$ cat src/rtl/clock_pkg.sv
// Shared types and constants for the programmable clock divider.
package clock_pkg;

    typedef enum logic [1:0] {
        IDLE = 2'd0,
        RUN  = 2'd1,
        PARK = 2'd2
    } clkdiv_state_t;

    localparam int unsigned MIN_DIV = 2;

endpackage

$ cat src/rtl/clock_divider_tick_counter.sv
// Free-running wrap counter of TICK strobes; all-ones rolls over to zero.
module tick_counter #(
    parameter int unsigned CNT_WIDTH = 16
) (
    input  logic                 clk_i,
    input  logic                 rst_i,
    input  logic                 inc_i,
    output logic [CNT_WIDTH-1:0] count_o
);

    logic [CNT_WIDTH-1:0] count_q;
    logic [CNT_WIDTH-1:0] count_d;

    always_comb begin
        count_d = count_q;
        if (inc_i) begin
            count_d = count_q + CNT_WIDTH'(1);
        end
    end

    always_ff @(posedge clk_i or posedge rst_i) begin
        if (rst_i) begin
            count_q <= '0;
        end else begin
            count_q <= count_d;
        end
    end

    assign count_o = count_q;

endmodule

$ cat src/rtl/clock_divider.sv
// Glitch-free runtime-programmable clock divider with TICK strobe and period count.
// Output period is N cycles: high for N>>1, low for the remainder.
module clock_divider
    import clock_pkg::*;
#(
    parameter int unsigned WIDTH       = 8,
    parameter int unsigned DEFAULT_DIV = 4,
    parameter int unsigned CNT_WIDTH   = 16
) (
    input  logic                 CLOCK,
    input  logic                 RESET,
    input  logic                 ENABLE,
    input  logic [WIDTH-1:0]     DIV_IN,
    input  logic                 DIV_LOAD,
    output logic                 DIV_BUSY,
    output logic                 CLOCK_OUT,
    output logic                 TICK,
    output logic [CNT_WIDTH-1:0] TICK_COUNT
);

    clkdiv_state_t    state_q, state_d;
    logic [WIDTH-1:0] cnt_q, cnt_d;
    logic [WIDTH-1:0] n_q, n_d;
    logic [WIDTH-1:0] pend_q, pend_d;
    logic             busy_q, busy_d;
    logic             out_q, out_d;
    logic             tick_q, tick_d;

    logic [WIDTH-1:0] half;
    logic [WIDTH-1:0] cnt_inc;
    logic [WIDTH-1:0] din_clamped;
    logic             wrap;
    logic             high_next;
    logic             apply;

    assign half        = n_q >> 1;
    assign cnt_inc     = cnt_q + WIDTH'(1);
    assign wrap        = (cnt_q == (n_q - WIDTH'(1)));
    assign high_next   = (cnt_inc < half);
    assign din_clamped = (DIV_IN < WIDTH'(MIN_DIV)) ? WIDTH'(MIN_DIV) : DIV_IN;

    // State and datapath registers
    always_ff @(posedge CLOCK or posedge RESET) begin
        if (RESET) begin
            state_q <= IDLE;
            cnt_q   <= '0;
            n_q     <= WIDTH'(DEFAULT_DIV);
            pend_q  <= WIDTH'(DEFAULT_DIV);
            busy_q  <= 1'b0;
            out_q   <= 1'b0;
            tick_q  <= 1'b0;
        end else begin
            state_q <= state_d;
            cnt_q   <= cnt_d;
            n_q     <= n_d;
            pend_q  <= pend_d;
            busy_q  <= busy_d;
            out_q   <= out_d;
            tick_q  <= tick_d;
        end
    end

    // Next-state: stopping during a high phase parks until that phase has finished
    always_comb begin
        state_d = state_q;
        unique case (state_q)
            IDLE: begin
                if (ENABLE) begin
                    state_d = RUN;
                end
            end
            RUN: begin
                if (!ENABLE) begin
                    state_d = (out_q && high_next) ? PARK : IDLE;
                end
            end
            PARK: begin
                if (ENABLE) begin
                    state_d = RUN;
                end else if (!high_next) begin
                    state_d = IDLE;
                end
            end
            default: state_d = IDLE;
        endcase
    end

    // Outputs, period counter and pending-ratio handling
    always_comb begin
        cnt_d  = cnt_q;
        out_d  = out_q;
        tick_d = 1'b0;
        n_d    = n_q;
        pend_d = pend_q;
        busy_d = busy_q;
        apply  = 1'b0;

        unique case (state_q)
            IDLE: begin
                cnt_d  = '0;
                out_d  = ENABLE;
                tick_d = ENABLE;
            end
            RUN, PARK: begin
                if (state_d == IDLE) begin
                    cnt_d = '0;
                    out_d = 1'b0;
                end else if (state_q == RUN && wrap) begin
                    cnt_d  = '0;
                    out_d  = 1'b1;
                    tick_d = 1'b1;
                end else begin
                    cnt_d = cnt_inc;
                    out_d = high_next;
                end
            end
            default: begin
                cnt_d = '0;
                out_d = 1'b0;
            end
        endcase

        // A new ratio only takes effect on a period boundary or while stopped
        apply = busy_q && ((state_q == IDLE) || (state_d == IDLE) ||
                           (state_q == RUN && state_d == RUN && wrap));

        if (apply) begin
            n_d    = pend_q;
            busy_d = 1'b0;
        end else if (DIV_LOAD && !busy_q) begin
            pend_d = din_clamped;
            busy_d = 1'b1;
        end
    end

    tick_counter #(
        .CNT_WIDTH(CNT_WIDTH)
    ) u_tick_counter (
        .clk_i  (CLOCK),
        .rst_i  (RESET),
        .inc_i  (tick_d),
        .count_o(TICK_COUNT)
    );

    assign DIV_BUSY  = busy_q;
    assign CLOCK_OUT = out_q;
    assign TICK      = tick_q;

endmodule

$ cat config.mk
export PLATFORM = sky130hd
export DESIGN_NAME = clock_divider
export DESIGN_NICKNAME = d
export VERILOG_FILES = /design/src/rtl/clock_pkg.sv /design/src/rtl/clock_divider_tick_counter.sv /design/src/rtl/clock_divider.sv
export SDC_FILE = /design/constraint.sdc
export NUM_CORES = 1
export LEC_CHECK = 0
export ABC_AREA = 1
export CELL_PAD_IN_SITES_DETAIL_PLACEMENT = 0
export CELL_PAD_IN_SITES_GLOBAL_PLACEMENT = 2
export CORE_MARGIN = 10
export CORE_UTILIZATION = 35
export DETAILED_ROUTE_END_ITERATION = 8
export GPL_ROUTABILITY_DRIVEN = 0
export PLACE_DENSITY = 0.9
export SETUP_SLACK_MARGIN = 0.3
export SYNTH_ARGS = -nofsm -noshare
export SYNTH_HDL_FRONTEND = slang
export SYNTH_SLANG_ARGS = --single-unit
$ cat constraint.sdc
create_clock -name CLOCK -period 4.9 [get_ports CLOCK]
set_input_delay 1.47 -clock CLOCK [delete_from_list [all_inputs] [get_ports CLOCK]]
set_output_delay 1.47 -clock CLOCK [all_outputs]
set_load 0.01 [all_outputs]
==> summary.txt <==
CTS
  – Worst-Skew Late Latency: 300 ps
  – Clk pin slew, worst setup/hold paths: 90 ps
  – Clock Sinks: 45
  – CTS tree: yes
  – Root buffer cell: clkbuf_8
  – H-tree depth: 2
  – TritonCTS Buffers: 5
  – Post-CTS setup buffers: 0
  – # hold bufs at CTS: 0
  – PostCTS Resize Cnt: 0
  – CTS Buffer Depth: 2

Synth
  – Avg Inst Size Synth: 7.66 µm²
  – Yosys reg bits: 45
  – Mapped Nets: 387
  – Cell taking the most area after synthesis: dfrtp_1
  – Syn. warnings: 0
  – Yosys cell types: 32
  – Post-synth top area share: 38.8%
  – Mapped Area: 2770 µm²
  – Post-synthesis sequential area ratio: 40.7%
  – Synth area leaders: dfrtp_1, nand2_1, nand3_1
  – Synth Instances: 362

Timing
  – Worst Clk Skew: 7.56 ps
  – RSZ-0062 raised after global routing: no
  – Period utilisation layout: 63.2%
  – Endpoints failing hold: 0
  – Slew Limit Fails: 0
  – Worst Tran Pin Value: 948 ps
  – Fmax: 323 MHz
  – Sum of negative setup slack: 0 ps
  – Min Tclk post-route: 3090 ps
  – Worst setup margin: 1810 ps
  – Final-report setup violation count: 0
  – Headroom to the max-slew limit: 36.7%

Routing
  – Via density: 4.58
  – TritonRoute pass-1 iters: 4
  – Uppermost layer routed: met4
  – DRC: 0
  – Met2 wire len: 2750 µm
  – Via count: 2276
  – Met3 WL: 164 µm
  – Wire length per cell: 12.3 µm
  – Routed WL: 6110 µm
  – Met1 Wirelength: 3130 µm
  – Detailed Route Iter0 Violations: 60
  – Detail Route Antenna Nets: 0

Critical path
  – R2r setup slk: 2010 ps
  – Arr. time, crit path: 3290 ps
  – Nature of the critical path endpoint: flip-flop
  – Worst EP required: 5090 ps
  – Slowest stage cell on the critical path: clkdlybuf4s50_1
  – Crit start category: input port
  – Worst-path cell chain: clkdlybuf4s50_1 > nand2_1 > a21o_1 > nand3_1 > nand2_1 > nand2_4 > nand2_4 > nand2_8 > nand2_4 > nand2_1 > nand2_1
  – Max FO, Critical Path: 17
  – Critical Path Start: ENABLE
  – R2r startpoint: cnt_q[0]$_DFF_PP0_
  – Most used cell, CP: nand2_1
  – CP peak stage delay: 570 ps
  – R2R Path End: u_tick_counter.count_o[5]$_DFFE_PP0P_
  – Critical path type: in2reg
  – R2R cell count: 21

Power and ir drop
  – Pleak: 1.63 nW
  – Internal Power: 892 µW
  – Power Density: 484 nW/µm²
  – Maximum VDD drop: 0.000193 V
  – Clock power share: 16.6%
  – Sequential power share: 36.6%
  – Switching part of the total power: 43.6%
  – Comb pwr share: 46.8%
  – Final Power: 1.58 mW
  – P_sw: 689 µW

Final layout
  – Commonest non-fill, non-tap cell in the layout: nand2_1
  – Filler cell count: 788
  – Proportion of layout cells with a drive suffix above 1: 7.34%
  – Commonest non-fill, non-tap cells in the layout: nand2_1, nand3_1, dfrtp_1, inv_1, clkdlybuf4s50_1
  – Synthesis-to-layout area growth: 17.9%
  – Antenna cells: 0
  – Area of the multi-input gates: 1430 µm²
  – Nets: 419
  – FF/Latch Area: 1130 µm²
  – Util after Layout: 42.3%

Global route
  – Total grt overflow: 0
  – Vias in the first global route: 2218
  – GR Util All Layers: 10.7%
  – Initial antenna violation count: 0
  – First-pass GRT wire length: 10500 µm
  – Largest net degree at the start of global routing: 46

Floorplan
  – Die W: 109 µm
  – # IOs: 31
  – Core ar.: 7730 µm²
  – Die Height: 109 µm
  – Total die area: 11900 µm²
  – Initial Util: 35.9%
  – Core Rows: 32

Min path
  – Hold EP: pend_q[2]$_DFFE_PP1P_
  – Min-delay worst type: reg2reg
  – HP Start: pend_q[2]$_DFFE_PP1P_
  – WHS Path Cells: 2

Placed design
  – Dpl hpwl: 4640 µm
  – Pre-CTS WS: 1500 ps
  – IO Port Bufs: 30

Run status
  – Outcome: finished, final reports clean

Job
  – Max Cap Viol: 0
-- how the worst max path moves through the flow --
stage / end / depth (start not counted)
after CTS: u_tick_counter.count_o[5]$_DFFE_PP0P_ / 11
after global routing: cnt_q[2]$_DFF_PP0_ / 18
after detailed placement: u_tick_counter.count_o[5]$_DFFE_PP0P_ / 11
after floorplan: u_tick_counter.count_o[5]$_DFFE_PP0P_ / 11
final: u_tick_counter.count_o[5]$_DFFE_PP0P_ / 11
after global placement: u_tick_counter.count_o[12]$_DFFE_PP0P_ / 11
-- cell families after synthesis --
logic type	after synthesis	share of synthesized area, %
compound gates	14	2.71
fa+ha+maj	13	5.87
flops	45	40.7
buf+inv	51	7.58
simple gates	216	35.8
xor+xnor	23	7.27
-- sequential cells by signal, indices dropped and copies added, names as in the netlist --
register	cells
u_tick_counter.count_o	16
cnt_q	8
n_q	8
pend_q	8
state_q	2
CLOCK_OUT	1
DIV_BUSY	1
TICK	1
-- metal layers --
layer,GRT usage (%),vias up
li1,-,1207
met1,14.3,1039
met2,17.1,25
met3,2.01,5
met4,3.67,0
met5,0,-
-- critical path: cells and delay by family --
family | cells | cell delay (ps)
AOI/OAI and AO/OA | 1 | 230
and+or+nand+nor | 9 | 1030
buffers and inverters | 1 | 570
-- layout make-up --
| cell class | instances | share of cell area (%) |
|---|---|---|
| Multi-Input combinational cell | 266 | 43.9 |
| Sequential cell | 45 | 34.5 |
| Timing Repair Buffer | 30 | 9.19 |
| Inverter | 46 | 5.29 |
| Tap cell | 102 | 3.91 |
| Clock buffer | 7 | 2.95 |
| Clock inverter | 1 | 0.268 |
-- power groups by stage --
stage	clock, mW	combinational [mW]	sequential (mW)
after detailed placement	0	0.748	0.589
after CTS	0.271	0.753	0.582
after floorplan	0	0.560	0.569
after global placement	0	0.739	0.585
after global routing	0.284	0.853	0.597
final	0.262	0.740	0.579
-- synth_stat cells --
| library cell | count |
|---|---|
| o21ai_0 | 5 |
| dfrtp_1 | 43 |
| o21ai_1 | 1 |
| nor2_2 | 3 |
| nor2_4 | 1 |
| nand2_8 | 1 |
| nand2_2 | 4 |
| and3b_1 | 1 |
| a21o_1 | 1 |
| xor2_1 | 11 |
| nand2_4 | 4 |
| o21bai_1 | 1 |
| and3_1 | 1 |
| inv_1 | 42 |
| nor2_1 | 22 |
| dfstp_2 | 2 |
| clkbuf_1 | 1 |
| nor4_1 | 2 |
| a21oi_1 | 6 |
| nand3_1 | 46 |
| nand4_1 | 5 |
| ha_1 | 13 |
| nand2_1 | 115 |
| buf_6 | 2 |
| nor3_1 | 7 |
| nand3b_1 | 2 |
| nand3_2 | 2 |
| clkinv_1 | 1 |
| buf_1 | 1 |
| xnor2_1 | 12 |
| inv_2 | 3 |
| buf_4 | 1 |
-- stage by stage --
stage	instance area [µm²]	hold slack, ps	cells
floorplan	2770	443	362
CTS	3270	479	497
global route	3270	492	497
detailed placement	3160	465	489
global placement	3160	455	489
finish	3270	480	497
Note: power is estimated with default switching activity, not from simulation.
